`src/rtl/id_regfile.sv`:
```
// id_regfile -- decode-stage register file with forwarding and load-use stall.
//
// Purpose:
//   32 x 32-bit integer register file (r0 hard-wired to zero) with two
//   combinational read ports. Each read port forwards pending results from
//   the EX, MEM and WB stages, youngest first. WB data is also bypassed in
//   the same cycle it is written. A read that hits a load still in EX cannot
//   be satisfied, so the block raises stall_req and drives that port to zero.
//
// Ports:
//   clk                     rising-edge clock for all state
//   rst                     synchronous, active-high reset
//   wb_wd/wb_reg/wb_wdata   write-back index / enable / data
//   ex_wd/ex_reg/ex_wdata   EX-stage pending result (index / valid / data)
//   ex_is_load              EX-stage result is a load (data not yet valid)
//   mem_wd/mem_reg/mem_wdata MEM-stage pending result (index / valid / data)
//   re1/re2                 read-port enables
//   raddr1/raddr2           read-port indices
//   rdata1/rdata2           read-port data (combinational)
//   stall_req               load-use hazard on either port (combinational)

// ---------------------------------------------------------------------------
// One read port: source selection and hazard detection.
// ---------------------------------------------------------------------------
module id_rf_rdport (
    input  logic        rst,
    input  logic        re,
    input  logic [4:0]  raddr,
    input  logic [31:0] arr_data,
    input  logic [4:0]  ex_wd,
    input  logic        ex_reg,
    input  logic        ex_is_load,
    input  logic [31:0] ex_wdata,
    input  logic [4:0]  mem_wd,
    input  logic        mem_reg,
    input  logic [31:0] mem_wdata,
    input  logic [4:0]  wb_wd,
    input  logic        wb_reg,
    input  logic [31:0] wb_wdata,
    output logic [31:0] rdata,
    output logic        hazard
);
    logic active;
    logic ex_hit;
    logic mem_hit;
    logic wb_hit;

    always_comb begin
        // raddr != 0 inside 'active' means a stage with index 0 can never
        // match, so no separate zero-index check is needed per stage.
        active  = !rst && re && (raddr != 5'd0);
        ex_hit  = active && ex_reg  && (ex_wd  == raddr);
        mem_hit = active && mem_reg && (mem_wd == raddr);
        wb_hit  = active && wb_reg  && (wb_wd  == raddr);
        hazard  = ex_hit && ex_is_load;

        rdata = '0;
        // A load in EX is the youngest producer; older copies in MEM/WB or
        // the array are stale, so the port returns zero while stalled.
        if (!active || hazard) rdata = '0;
        else if (ex_hit)       rdata = ex_wdata;
        else if (mem_hit)      rdata = mem_wdata;
        else if (wb_hit)       rdata = wb_wdata;
        else                   rdata = arr_data;
    end
endmodule

// ---------------------------------------------------------------------------
// Top level.
// ---------------------------------------------------------------------------
module id_regfile (
    input  logic        clk,
    input  logic        rst,
    input  logic [4:0]  wb_wd,
    input  logic        wb_reg,
    input  logic [31:0] wb_wdata,
    input  logic [4:0]  ex_wd,
    input  logic        ex_reg,
    input  logic [31:0] ex_wdata,
    input  logic        ex_is_load,
    input  logic [4:0]  mem_wd,
    input  logic        mem_reg,
    input  logic [31:0] mem_wdata,
    input  logic        re1,
    input  logic        re2,
    input  logic [4:0]  raddr1,
    input  logic [4:0]  raddr2,
    output logic [31:0] rdata1,
    output logic [31:0] rdata2,
    output logic        stall_req
);
    localparam int NUM_RD = 2;

    logic [31:0] regs [32];

    logic [NUM_RD-1:0]       re_v;
    logic [NUM_RD-1:0][4:0]  raddr_v;
    logic [NUM_RD-1:0][31:0] arr_v;
    logic [NUM_RD-1:0][31:0] rdata_v;
    logic [NUM_RD-1:0]       hazard_v;

    assign re_v    = {re2, re1};
    assign raddr_v = {raddr2, raddr1};

    // Storage. r0 is never written, so it stays zero after reset; the read
    // ports additionally force zero for index 0.
    always_ff @(posedge clk) begin
        if (rst) begin
            for (int i = 0; i < 32; i++) regs[i] <= '0;
        end else if (wb_reg && (wb_wd != 5'd0)) begin
            regs[wb_wd] <= wb_wdata;
        end
    end

    for (genvar p = 0; p < NUM_RD; p++) begin : g_rd
        assign arr_v[p] = regs[raddr_v[p]];

        id_rf_rdport u_port (
            .rst       (rst),
            .re        (re_v[p]),
            .raddr     (raddr_v[p]),
            .arr_data  (arr_v[p]),
            .ex_wd     (ex_wd),
            .ex_reg    (ex_reg),
            .ex_is_load(ex_is_load),
            .ex_wdata  (ex_wdata),
            .mem_wd    (mem_wd),
            .mem_reg   (mem_reg),
            .mem_wdata (mem_wdata),
            .wb_wd     (wb_wd),
            .wb_reg    (wb_reg),
            .wb_wdata  (wb_wdata),
            .rdata     (rdata_v[p]),
            .hazard    (hazard_v[p])
        );
    end

    assign rdata1    = rdata_v[0];
    assign rdata2    = rdata_v[1];
    assign stall_req = |hazard_v;
endmodule

```
`config.mk`:
```
export PLATFORM = sky130hd
export DESIGN_NAME = id_regfile
export DESIGN_NICKNAME = d
export VERILOG_FILES = /design/src/rtl/id_regfile.sv
export SDC_FILE = /design/constraint.sdc
export NUM_CORES = 2
export LEC_CHECK = 0
export CORE_ASPECT_RATIO = 0.7
export CORE_MARGIN = 1.5
export CORE_UTILIZATION = 30
export DETAILED_ROUTE_END_ITERATION = 10
export PLACE_DENSITY = 0.55
export SLEW_MARGIN = 20
export SYNTH_ARGS = -nofsm -noshare
export SYNTH_HDL_FRONTEND = slang
export SYNTH_HIERARCHICAL = 1
export SYNTH_SLANG_ARGS = --single-unit
```
`constraint.sdc`:
```
create_clock -name clk -period 2.95 [get_ports clk]
set_input_delay 0.4425 -clock clk [delete_from_list [all_inputs] [get_ports clk]]
set_output_delay 0.4425 -clock clk [all_outputs]
set_load 0.01 [all_outputs]
```
-- Word-level counts from Yosys, hierarchy flattened
Memories as Yosys holds them, arrays and structs flattened.
Cells that the tools add are included.
- memory bits (writable): 1024
- bits of input ports: 129
- memories: 1
- register bits after elaboration: 0
- output and inout port bits: 65
- word-level logic and storage cells: 52
- equal/unequal tests: 6
- reductions and logical operators: 29
- multiplexer cells: 16
- memory list (name ; words ; width ; read ports ; clocked after Yosys merged registers in ; wr ports ; line ; RTL):
    regs ; 32 ; 32 ; 2 ; 0 ; 32 ; 94 ; logic [31:0] regs [32];
- operators by type and width (cell ; number):
    32-bit 2-to-1 mux ; 9
    32-bit OR reduction ; 1
    5-bit equality test ; 6
    1-bit logical AND ; 19
    5-bit nonzero test ; 3
    1-bit 2-to-1 mux ; 6
    5-bit 2-to-1 mux ; 1
    1-bit zero test ; 3
    1-bit logical OR ; 2
    2-bit OR reduction ; 1

-- Longest topological paths before layout
- depth in word-level cells: 9
- gate-level depth with buffers: 10
- mapped depth without buffers: 7

-- Modules after synthesis
The synthesis kept the hierarchy.
- modules (own cells, without submodules) (module ; cells each ; times used ; seq. area each (um^2) ; area an instance (um^2)):
    id_regfile ; 4606 ; 1 ; 30749.5 ; 55913.6
    id_rf_rdport ; 184 ; 2 ; 0.0 ; 1524.0

-- Least setup slack after synthesis
Ideal clock, no wire load.
- path kind: input -> output
- start point: input raddr1[1]
- end point: output rdata1[25]
- arrival: 1.970 ns
- buffers on the path: 4
- slack: 0.537 ns
- stages on the path: 10
- required time: 2.508 ns
- cells stage by stage: buf_2 > buf_4 > buf_4 > buf_6 > mux2i_1 > a22oi_1 > a31oi_1 > nand3_1 > a221oi_2 > o2bb2ai_1
- RTL lines (item ; line ; RTL):
    start: declaration ; 86 ; input logic [4:0] raddr1,
    end: declaration ; 88 ; output logic [31:0] rdata1,

==> impl_metrics.json <==
{
  "tns_ns": -3.33,
  "clock.fmax_ghz": 0.322,
  "ys_warn_count": 6,
  "worstSetupStartpointType": "flop",
  "holdBufCountCts": 0,
  "routed_length_per_placed_instance_um": 29.9,
  "drt-initial-drc-count": 6265,
  "setup.worst_path.end_class": "output port",
  "synth-seq-area-share_pct": 52.2,
  "ant_nets": 0,
  "detail_route.vias_per_cell": 5.52,
  "worstMarginPinSlew_ns": 1.07,
  "drive_gt1_share_pct": 23.3,
  "nets": 5666,
  "drt-pass1-iter-count": 9,
  "reported_max_cap_violation_count": 0,
  "hold_class": "in2reg",
  "std_cell_rows": 135,
  "finalCritPeriodShare_pct": 105,
  "number_of_endpoints_failing_setup_at_the_final_stage": 52,
  "failed_checks": "design-rule violations, negative setup slack",
  "period_needed_ns": 3.11,
  "post_synthesis_async_set_or_reset_flop_share_pct": 0,
  "registers_with_the_most_flip_flops": "regs: 1024 flops",
  "cts_buf_count": 102,
  "syn_area_per_cell_sq_um": 11.9,
  "run_status": "finished with violations",
  "syn-instance-count": 4974,
  "mappedNetlistArea_sq_um": 59000,
  "worstSetupPathType": "reg2out",
  "start_util_pct": 30.3,
  "design_power_total_mw": 37.3,
  "synth_edf_count": 1024,
  "grt_first_pass_wirelength_mm": 338,
  "finish.utilization_pct": 39.2,
  "filler_cell_count": 18300,
  "postLayoutSetupSlackWorst_ns": -0.157,
  "clk_pin_slew_ns": 0.07,
  "grt_setup_unrepaired": "true",
  "io_pins": 194,
  "hold_path_sink": "regs[3][31]$_SDFFCE_PN0P_",
  "detailedPlacementHpwl_mm": 162,
  "first_global_vias": 43500,
  "largest_register_ff_count": 1024,
  "tritoncts": "yes",
  "power_leakage_nw": 29.8,
  "data_required_time_at_the_worst_endpoint_ns": 2.51,
  "power.density_cell_area_nw_per_um2": 490,
  "clk_root_buffer_cell": "sky130_fd_sc_hd__clkbuf_16",
  "vdd.ir_drop.worst_mv": 0.527,
  "yosysUniqueCellTypes": 42,
  "dieArea_sq_um": 199000,
  "synth.ff_latch_count": 1024,
  "detail_route.drc_violations": 36,
  "clock_sink_count": 1024,
  "port_buffers": 193,
  "max_flop_register": "regs",
  "worst_ep_arrival_time_ns": 2.66,
  "floorplan.die.width_um": 533,
  "worst_hold_startpoint": "wb_wdata[31]",
  "globalplace.congestion": 0.912,
  "most_used_flip_flop_cell_after_synthesis": "sky130_fd_sc_hd__edfxtp_1",
  "largest_fanout_of_any_net_on_the_critical_path": 2,
  "cts_max_level": 3,
  "maxSlewHeadroom_pct": 29.0,
  "timing.final.hold_violations": 0,
  "die_height_um": 374,
  "overflow": 0,
  "route.vias.total": 45500,
  "grt.total_usage_pct": 23.7,
  "clk_path_buf_depth": 3,
  "hold_path_stages": 2,
  "dp_worst_setup_slack_ns": -1.59,
  "antenna_found_initial": 16,
  "syn_to_final_growth_pct": 29.1,
  "wirelength_mm": 246,
  "slew_violations": 0,
  "core_area_sq_um": 194000,
  "grt_max_degree": 58
}
-- how the worst max path moves through the flow --
| stage | startpoint | to | cells after the start |
|---|---|---|---|
| after floorplan | raddr1[1] | rdata1[25] | 10 |
| after detailed placement | raddr2[0] | rdata2[31] | 10 |
| after global routing | regs[7][11]$_SDFFCE_PN0P_ | rdata2[11] | 9 |
| after CTS | regs[7][11]$_SDFFCE_PN0P_ | rdata2[11] | 9 |
| after global placement | raddr2[0] | rdata2[31] | 10 |
| final | regs[7][11]$_SDFFCE_PN0P_ | rdata2[11] | 9 |
-- power by group --
group	internal [mW]	leakage, nW	total (mW)	switching [mW]
Clock	7.27	1.61	13.4	6.16
Combinational	2.83	18.5	6.59	3.76
Sequential	16.8	9.75	17.3	0.451
Total	26.9	29.8	37.3	10.4
-- synthesized netlist by cell type, types with 68 or more instances --
cell type / count / area share [%]
sky130_fd_sc_hd__edfxtp_1: 1024 / 52
sky130_fd_sc_hd__nand3_1: 193 / 1.6
sky130_fd_sc_hd__buf_2: 123 / 1.0
sky130_fd_sc_hd__mux2i_1: 1024 / 17
sky130_fd_sc_hd__buf_4: 86 / 1.1
sky130_fd_sc_hd__clkbuf_1: 230 / 1.5
sky130_fd_sc_hd__a22oi_1: 192 / 2.4
sky130_fd_sc_hd__a22o_1: 128 / 1.9
sky130_fd_sc_hd__nor3_1: 68 / 0.58
sky130_fd_sc_hd__and2_1: 996 / 11
sky130_fd_sc_hd__nand2_1: 204 / 1.3
sky130_fd_sc_hd__a21oi_1: 194 / 1.6
-- layout by cell type (no fill, tap or decap), types with 27 or more instances in the layout --
| cell | count |
|---|---|
| sky130_fd_sc_hd__buf_12 | 212 |
| sky130_fd_sc_hd__nand3_2 | 42 |
| sky130_fd_sc_hd__a31oi_1 | 36 |
| sky130_fd_sc_hd__buf_16 | 31 |
| sky130_fd_sc_hd__mux2i_1 | 993 |
| sky130_fd_sc_hd__a22o_1 | 128 |
| sky130_fd_sc_hd__a21oi_1 | 192 |
| sky130_fd_sc_hd__nor2_4 | 28 |
| sky130_fd_sc_hd__clkbuf_16 | 108 |
| sky130_fd_sc_hd__buf_2 | 67 |
| sky130_fd_sc_hd__clkdlybuf4s50_1 | 101 |
| sky130_fd_sc_hd__conb_1 | 32 |
| sky130_fd_sc_hd__edfxtp_1 | 1024 |
| sky130_fd_sc_hd__a221oi_4 | 32 |
| sky130_fd_sc_hd__buf_6 | 45 |
| sky130_fd_sc_hd__a22oi_1 | 191 |
| sky130_fd_sc_hd__nand3_1 | 134 |
| sky130_fd_sc_hd__and3_1 | 64 |
| sky130_fd_sc_hd__nor3_1 | 27 |
| sky130_fd_sc_hd__a221oi_2 | 32 |
| sky130_fd_sc_hd__and2_1 | 994 |
| sky130_fd_sc_hd__nor3_2 | 34 |
| sky130_fd_sc_hd__o2bb2ai_1 | 48 |
| sky130_fd_sc_hd__or2_2 | 34 |
| sky130_fd_sc_hd__nand2_1 | 199 |
| sky130_fd_sc_hd__buf_4 | 423 |
| sky130_fd_sc_hd__o21ai_1 | 55 |
-- per-stage QoR --
| step | cells | hold WS, ns | area [sq um] |
|---|---|---|---|
| final | 8233 | 0.507 | 76100 |
| after global routing | 8226 | 0.484 | 76100 |
| after CTS | 8202 | 0.460 | 75100 |
| after detailed placement | 7908 | 1.27 | 69100 |
| after global placement | 7908 | 1.24 | 69100 |
| after floorplan | 5005 | 0.641 | 59100 |
-- repair_timing --
action                                 4_1_cts  5_1_grt
resized for setup                          575      121
endpoints found under the hold margin        0        0
setup endpoints to repair                   65       65
gates cloned                                26        7
pin swaps                                  288      162
setup buffers                               92       18
-- kinds of logic (layout without fill, tap and decap cells) --
group,Yosys count,in the layout,synth area share (%)
xor gates and xnor gates,30,30,0.446
other,1,39,0.00636
AOI/OAI and AO/OA,772,772,9.81
DFF,1024,1024,52.2
buffers and inverters,496,1114,4.19
muxes,1024,1024,17.4
and+or+nand+nor,1627,1627,16.0
-- area by class of cell --
class / instances / area, sq um / area share [%]
multi-input combinational: 3485 / 27900 / 36.7
sequential: 1024 / 30700 / 40.4
antenna: 7 / 17.5 / 0.0230
timing repair buffer: 922 / 10900 / 14.3
clock buffer: 120 / 2620 / 3.44
tap: 2603 / 3260 / 4.28
clock inverter: 70 / 693 / 0.910
inverter: 2 / 7.51 / 0.00986
-- routing by layer --
layer  vias to the layer above  wire [um]  GRT usage [%]
met5                         -         13              0
met4                         2       9320           7.88
met3                       350      23800           4.57
met2                      2358     102000           34.1
met1                     23200     111000           35.1
li1                      19600          -              -
-- critical path, stage by stage (launching register included) --
cell and delay (ns):
sky130_fd_sc_hd__edfxtp_1 0.42, sky130_fd_sc_hd__mux2i_1 0.15, sky130_fd_sc_hd__a22o_1 0.20, sky130_fd_sc_hd__nor3_2 0.06
sky130_fd_sc_hd__a31oi_1 0.22, sky130_fd_sc_hd__nand3_1 0.15, sky130_fd_sc_hd__buf_6 0.16, sky130_fd_sc_hd__a221oi_4 0.30
sky130_fd_sc_hd__o2bb2ai_1 0.10, sky130_fd_sc_hd__buf_2 0.14
Note: power is estimated with default switching activity, not from simulation.
